--- config.mk ---
export PLATFORM = sky130hd
export DESIGN_NAME = tdm_demux14
export DESIGN_NICKNAME = d
export VERILOG_FILES = /design/src/rtl/tdm_demux_pkg.sv /design/src/rtl/tdm_frame_ctrl.sv /design/src/rtl/tdm_demux14.sv
export SDC_FILE = /design/constraint.sdc
export NUM_CORES = 1
export LEC_CHECK = 0
export CELL_PAD_IN_SITES_DETAIL_PLACEMENT = 0
export CELL_PAD_IN_SITES_GLOBAL_PLACEMENT = 1
export CORE_MARGIN = 2
export CORE_UTILIZATION = 49
export DETAILED_ROUTE_END_ITERATION = 10
export DONT_BUFFER_PORTS = 1
export PLACE_DENSITY_LB_ADDON = 0.1
export SYNTH_ARGS = -nofsm -noshare
export SYNTH_HDL_FRONTEND = slang
export SYNTH_SLANG_ARGS = --single-unit
--- constraint.sdc ---
create_clock -name iClk -period 2.5 [get_ports iClk]
set_input_delay 0.75 -clock iClk [delete_from_list [all_inputs] [get_ports iClk]]
set_output_delay 0.75 -clock iClk [all_outputs]
set_load 0.03 [all_outputs]
--- src/rtl/tdm_demux_pkg.sv ---
// Shared types and constants for the tdm_demux14 TDM receive path.
package tdm_demux_pkg;

    localparam int unsigned WIDTH_DEF = 4;
    localparam int unsigned NCH_DEF   = 4;
    localparam int unsigned SLOT_W    = 2;
    localparam int unsigned ERRCNT_W  = 8;

    typedef enum logic {
        HUNT = 1'b0,
        LOCK = 1'b1
    } state_e;

    typedef logic [SLOT_W-1:0] slot_t;

endpackage

--- src/rtl/tdm_frame_ctrl.sv ---
// Frame alignment FSM, slot counter and pulse generation for tdm_demux14.
// Optional saturating error counter enabled by TDM_DEMUX_ERRCNT_EN.
module tdm_frame_ctrl
    import tdm_demux_pkg::*;
#(
    parameter int unsigned NCH = NCH_DEF
) (
    input  logic                clk,
    input  logic                rst,
    input  logic                valid,
    input  logic                sync,
    output slot_t               slot,
    output logic                lock,
    output logic                err,
    output logic                frame_valid,
    output logic                sh_wr_c,
    output slot_t               sh_idx_c,
    output logic                out_load_c
`ifdef TDM_DEMUX_ERRCNT_EN
    ,
    output logic [ERRCNT_W-1:0] err_cnt
`endif
);

    localparam slot_t LAST_SLOT = slot_t'(NCH - 1);

    state_e state_q, state_d;
    slot_t  slot_q, slot_d;
    logic   err_q, err_d;
    logic   fv_q, fv_d;

    always_ff @(posedge clk) begin
        if (rst) begin
            state_q <= HUNT;
            slot_q  <= '0;
            err_q   <= 1'b0;
            fv_q    <= 1'b0;
        end else begin
            state_q <= state_d;
            slot_q  <= slot_d;
            err_q   <= err_d;
            fv_q    <= fv_d;
        end
    end

    always_comb begin
        state_d    = state_q;
        slot_d     = slot_q;
        err_d      = 1'b0;
        fv_d       = 1'b0;
        sh_wr_c    = 1'b0;
        sh_idx_c   = slot_q;
        out_load_c = 1'b0;
        if (valid) begin
            if (sync) begin
                // Any sync word restarts the frame at slot 0; mid-frame it is an error.
                sh_wr_c  = (state_q == LOCK) || sync;
                sh_idx_c = '0;
                slot_d   = slot_t'(1);
                state_d  = LOCK;
                err_d    = (state_q == LOCK) && (slot_q != '0);
            end else if (state_q == LOCK) begin
                if (slot_q == '0) begin
                    err_d   = 1'b1;
                    state_d = HUNT;
                    slot_d  = '0;
                end else if (slot_q == LAST_SLOT) begin
                    out_load_c = 1'b1;
                    fv_d       = 1'b1;
                    slot_d     = '0;
                end else begin
                    sh_wr_c = 1'b1;
                    slot_d  = slot_q + slot_t'(1);
                end
            end
        end
    end

`ifdef TDM_DEMUX_ERRCNT_EN
    logic [ERRCNT_W-1:0] cnt_q, cnt_d;

    always_ff @(posedge clk) begin
        if (rst) begin
            cnt_q <= '0;
        end else begin
            cnt_q <= cnt_d;
        end
    end

    always_comb begin
        cnt_d = cnt_q;
        if (err_d && (cnt_q != {ERRCNT_W{1'b1}})) begin
            cnt_d = cnt_q + ERRCNT_W'(1);
        end
    end

    assign err_cnt = cnt_q;
`endif

    assign slot        = slot_q;
    assign lock        = (state_q == LOCK);
    assign err         = err_q;
    assign frame_valid = fv_q;

endmodule

--- src/rtl/tdm_demux14.sv ---
// 4-slot TDM demultiplexer: shadow-buffers a frame and updates all channels at once.
// Define TDM_DEMUX_ERRCNT_EN to add the oErrCnt saturating error counter port.
module tdm_demux14
    import tdm_demux_pkg::*;
#(
    parameter int unsigned WIDTH = WIDTH_DEF,
    parameter int unsigned NCH   = NCH_DEF
) (
    input  logic                iClk,
    input  logic                iRst,
    input  logic [WIDTH-1:0]    iD,
    input  logic                iValid,
    input  logic                iSync,
    output logic [WIDTH-1:0]    oY0,
    output logic [WIDTH-1:0]    oY1,
    output logic [WIDTH-1:0]    oY2,
    output logic [WIDTH-1:0]    oY3,
    output logic                oFrameValid,
    output logic [SLOT_W-1:0]   oSlot,
    output logic                oLock,
    output logic                oErr
`ifdef TDM_DEMUX_ERRCNT_EN
    ,
    output logic [ERRCNT_W-1:0] oErrCnt
`endif
);

    logic  sh_wr_c;
    slot_t sh_idx_c;
    logic  out_load_c;

    logic [WIDTH-1:0] sh0_q, sh0_d, sh1_q, sh1_d, sh2_q, sh2_d;
    logic [WIDTH-1:0] y0_q, y0_d, y1_q, y1_d, y2_q, y2_d, y3_q, y3_d;

    tdm_frame_ctrl #(
        .NCH (NCH)
    ) u_ctrl (
        .clk         (iClk),
        .rst         (iRst),
        .valid       (iValid),
        .sync        (iSync),
        .slot        (oSlot),
        .lock        (oLock),
        .err         (oErr),
        .frame_valid (oFrameValid),
        .sh_wr_c     (sh_wr_c),
        .sh_idx_c    (sh_idx_c),
        .out_load_c  (out_load_c)
`ifdef TDM_DEMUX_ERRCNT_EN
        ,
        .err_cnt     (oErrCnt)
`endif
    );

    always_ff @(posedge iClk) begin
        if (iRst) begin
            sh0_q <= '0;
            sh1_q <= '0;
            sh2_q <= '0;
            y0_q  <= '0;
            y1_q  <= '0;
            y2_q  <= '0;
            y3_q  <= '0;
        end else begin
            sh0_q <= sh0_d;
            sh1_q <= sh1_d;
            sh2_q <= sh2_d;
            y0_q  <= y0_d;
            y1_q  <= y1_d;
            y2_q  <= y2_d;
            y3_q  <= y3_d;
        end
    end

    // Shadow write decode; the slot-3 word goes straight to channel 3 on frame load.
    always_comb begin
        sh0_d = sh0_q;
        sh1_d = sh1_q;
        sh2_d = sh2_q;
        y0_d  = y0_q;
        y1_d  = y1_q;
        y2_d  = y2_q;
        y3_d  = y3_q;
        if (sh_wr_c) begin
            case (sh_idx_c)
                slot_t'(0): sh0_d = iD;
                slot_t'(1): sh1_d = iD;
                slot_t'(2): sh2_d = iD;
                default:    ;
            endcase
        end
        if (out_load_c) begin
            y0_d = sh0_q;
            y1_d = sh1_q;
            y2_d = sh2_q;
            y3_d = iD;
        end
    end

    assign oY0 = y0_q;
    assign oY1 = y1_q;
    assign oY2 = y2_q;
    assign oY3 = y3_q;

endmodule

==> metrics.md <==
| Metric | Value |
|---|---|
| Status | `complete, no violations` |
| Tot GR Track Use | `a little under a fifth` |
| Latest clock arrival within the worst-skew pair | `0.33 ns` |
| Post-synth top area share | `45.8%` |
| Grt ovf | `0` |
| Total power | `0.000852 W` |
| CP Class | `reg2reg` |
| Drt wl/cell | `15.1 um` |
| Highest-delay cell along the critical path | `dfxtp_1` |
| CP bufs+invs | `1` |
| Peak Freq | `538 MHz` |
| Post-synth EDFFs | `0` |
| Worst setup SP type | `register` |
| Total core area | `2780 um^2` |
| Detailed-route via count | `1077` |
| Synth Flop Type | `dfxtp_1` |
| H-tree levels | `2` |
| Post-CTS Hold Buffers | `0` |
| Clock Skews | `0.00850 ns` |
| Total clock sinks | `33` |
| DRC | `0` |
| YS warnings | `0` |
| Num ports | `29` |
| Mapped cell area | `1440 um^2` |
| Setup bufs post-CTS | `0` |
| Hold Path Class | `reg2reg` |
| Worst-margin pin slew | `0.582 ns` |
| Max Cap Viol | `0` |
| Global-route wire length before repair | `4.69 mm` |
| Sequential element share of the synthesized area | `45.8%` |
| Antenna Cells | `0` |
| Drt pass-1 iters | `5` |
| Layout Nets | `165` |
| Post-layout min period | `about 1.9 ns` |
| Switch share | `23.3%` |
| Count leader, synth | `nand2_1` |
| Largest net degree at the start of global routing | `between 40 and 50` |
| Worst Path Required | `2.76 ns` |
| Max Slew Vio Count | `0` |
| Share of cells above drive strength 1 | `8.50%` |
| Crit path from | `u_ctrl.slot[0]` |
| Rows | `19` |
| Reg clk slew, reported paths | `0.10 ns` |
| Final setup vio count | `0` |
| Synth area leaders | `dfxtp_1 46%, nand2_1 8.8%, a21oi_1 5.6%` |
| Area delta synth->final | `2.52%` |
| RSZ-0062 raised after global routing | `false` |
| Bufs on Longest Clock Path | `2` |
| Power share of the clock group | `31.3%` |
| Cell family with most CP delay | `simple AND/OR/NAND/NOR gates` |
| Post-Syn Nets | `167` |
| Cell taking the most area after synthesis | `dfxtp_1` |
| Relative slew slack | `61.2%` |
| Max incr delay on CP | `0.51 ns` |
| Min-delay src | `sh2_q[2]` |
| Root buf cell | `clkbuf_4` |
| Worst vdd ir | `0.410 mV` |
| P_sw | `0.000199 W` |
| Vias/cell | `5.85` |
| Gpl congestion | `0.718` |
| Mapped Avg Cell Area | `9.25 um^2` |
| DIE HEIGHT | `58.3 um` |
| 1st-iter DRT viols | `35` |
| Die area | `3390 um^2` |
| Critical path fanouts, max | `6` |
| Total CTS buffers | `5` |
| Syn Inst Count | `approximately 160` |
| Buffers on Ports | `0` |
| PwrDens | `576 nW/um^2` |
| CTS tree | `done` |
| Worst EP arrival | `about 2.1 ns` |
| FF+latch count, synth | `33` |
| Asr flop ratio synth | `0%` |
| Commonest cells in the netlist | `34 x nand2_1, 33 x dfxtp_1, 16 x a21oi_1` |
| # resized after CTS | `0` |
| CP Capture Type | `register` |
| Initial antenna violation count | `0` |
| Cell leakage power | `~0.50 nW` |
| Vias in the first global route | `993` |
| Post-route ant nets | `0` |
| P_int | `between 0.0006 and 0.0007 W` |
| Setup TNS | `0 ns` |
| Seq pwr share | `a little under two thirds` |
| Netlist cell types | `29` |
| Die width | `58.3 um` |
| Final worst path period share | `74.3%` |
| Initial core utilization | `roughly half` |
| Routed WL | `2.78 mm` |
| Combinational cell fraction of total power | `4.8%` |
| Cells along the critical path | `inv_1 > ha_1 > nand4b_2 > nor3_4 > mux2i_1` |
| Final hold vios | `0` |
| DP Wirelength | `1.85 mm` |
| RR Startpoint | `u_ctrl.slot[0]` |
==> cell families after synthesis <==
kind of cell             after synthesis  share of synthesized area (%)
AND/OR/NAND/NOR                       74                           31.5
flip-flops                            33                           45.8
AO/OA/AOI/OAI                         24                           9.28
buffers and inverters                 13                           4.68
multiplexers                           8                           5.55
adder cells (fa/ha/maj)                3                           2.60
XOR/XNOR                               1                          0.607
==> per-stage QoR <==
stage / std cells / area (um^2) / util, % / hold WS [ns] / setup slack (ns)
floorplan: 156 / 1440 / - / 0.432 / 0.532
global placement: 178 / 1440 / 51.6 / 0.437 / 0.737
detailed placement: 178 / 1440 / 51.6 / 0.439 / 0.634
CTS: 184 / 1480 / 53.2 / 0.453 / 0.606
global route: 184 / 1480 / 53.2 / 0.448 / 0.449
finish: 184 / 1480 / 53.2 / 0.450 / 0.642
==> cell usage in the layout (no fill, tap or decap), types with 3 or more instances in the layout <==
| master | instances |
|---|---|
| mux2i_1 | 8 |
| clkbuf_4 | 5 |
| nand4b_1 | 4 |
| nand2b_1 | 12 |
| a21oi_1 | 16 |
| or4b_1 | 4 |
| dfxtp_1 | 33 |
| nand2_1 | 34 |
| nor2_1 | 3 |
| ha_1 | 3 |
| a31oi_1 | 4 |
| nand3_1 | 4 |
| nor3b_1 | 4 |
==> power by group through the flow <==
stage / combinational (W) / clock (W) / sequential (W)
6_report: 0.0000407 / 0.000267 / 0.000545
4_1_cts: 0.0000412 / 0.000277 / 0.000544
5_1_grt: 0.0000454 / 0.000298 / 0.000546
2_1_floorplan: 0.0000459 / 0 / 0.000558
3_5_place_dp: 0.0000411 / 0 / 0.000557
3_3_place_gp: 0.0000392 / 0 / 0.000556
==> layer usage <==
metal  GRT usage (%)  vias up  routed length [um]
li1                -      534                   -
met1            23.5      508                1250
met2            28.4       30                1340
met3            6.92        5                 148
met4            6.98        0                  44
met5               0        -                   0
==> flip-flops by register name, summed over array words and instances (netlist names), 2 cells and up <==
| name | flops |
|---|---|
| sh2_q | 4 |
| oY1 | 4 |
| sh0_q | 4 |
| oY2 | 4 |
| oY0 | 4 |
| sh1_q | 4 |
| oY3 | 4 |
| u_ctrl.slot | 2 |
==> final cells by class <==
cell class,count,area (um^2)
repair buffers,2,15.0
inverters,2,7.51
fillers,273,1300
well taps,31,38.8
multi-input cells,110,714
clock inverters,1,5.00
clock buffers,5,37.5
flip-flops and latches,33,661
==> final timing paths <==
path / to / cells after the start / slack (ns)
max: sh1_q[1] / 5 / 0.64
min: oY2[2] / 2 / 0.45
max reg2reg: sh1_q[1] / 5 / 0.64
min reg2reg: oY2[2] / 2 / 0.45
==> tightest hold or removal path, cell delays in order, from the launching register on <==
cell     delay [ns]
dfxtp_1        0.32
nand2_1        0.05
a21oi_1        0.05
(Power assumes the default switching activity.)
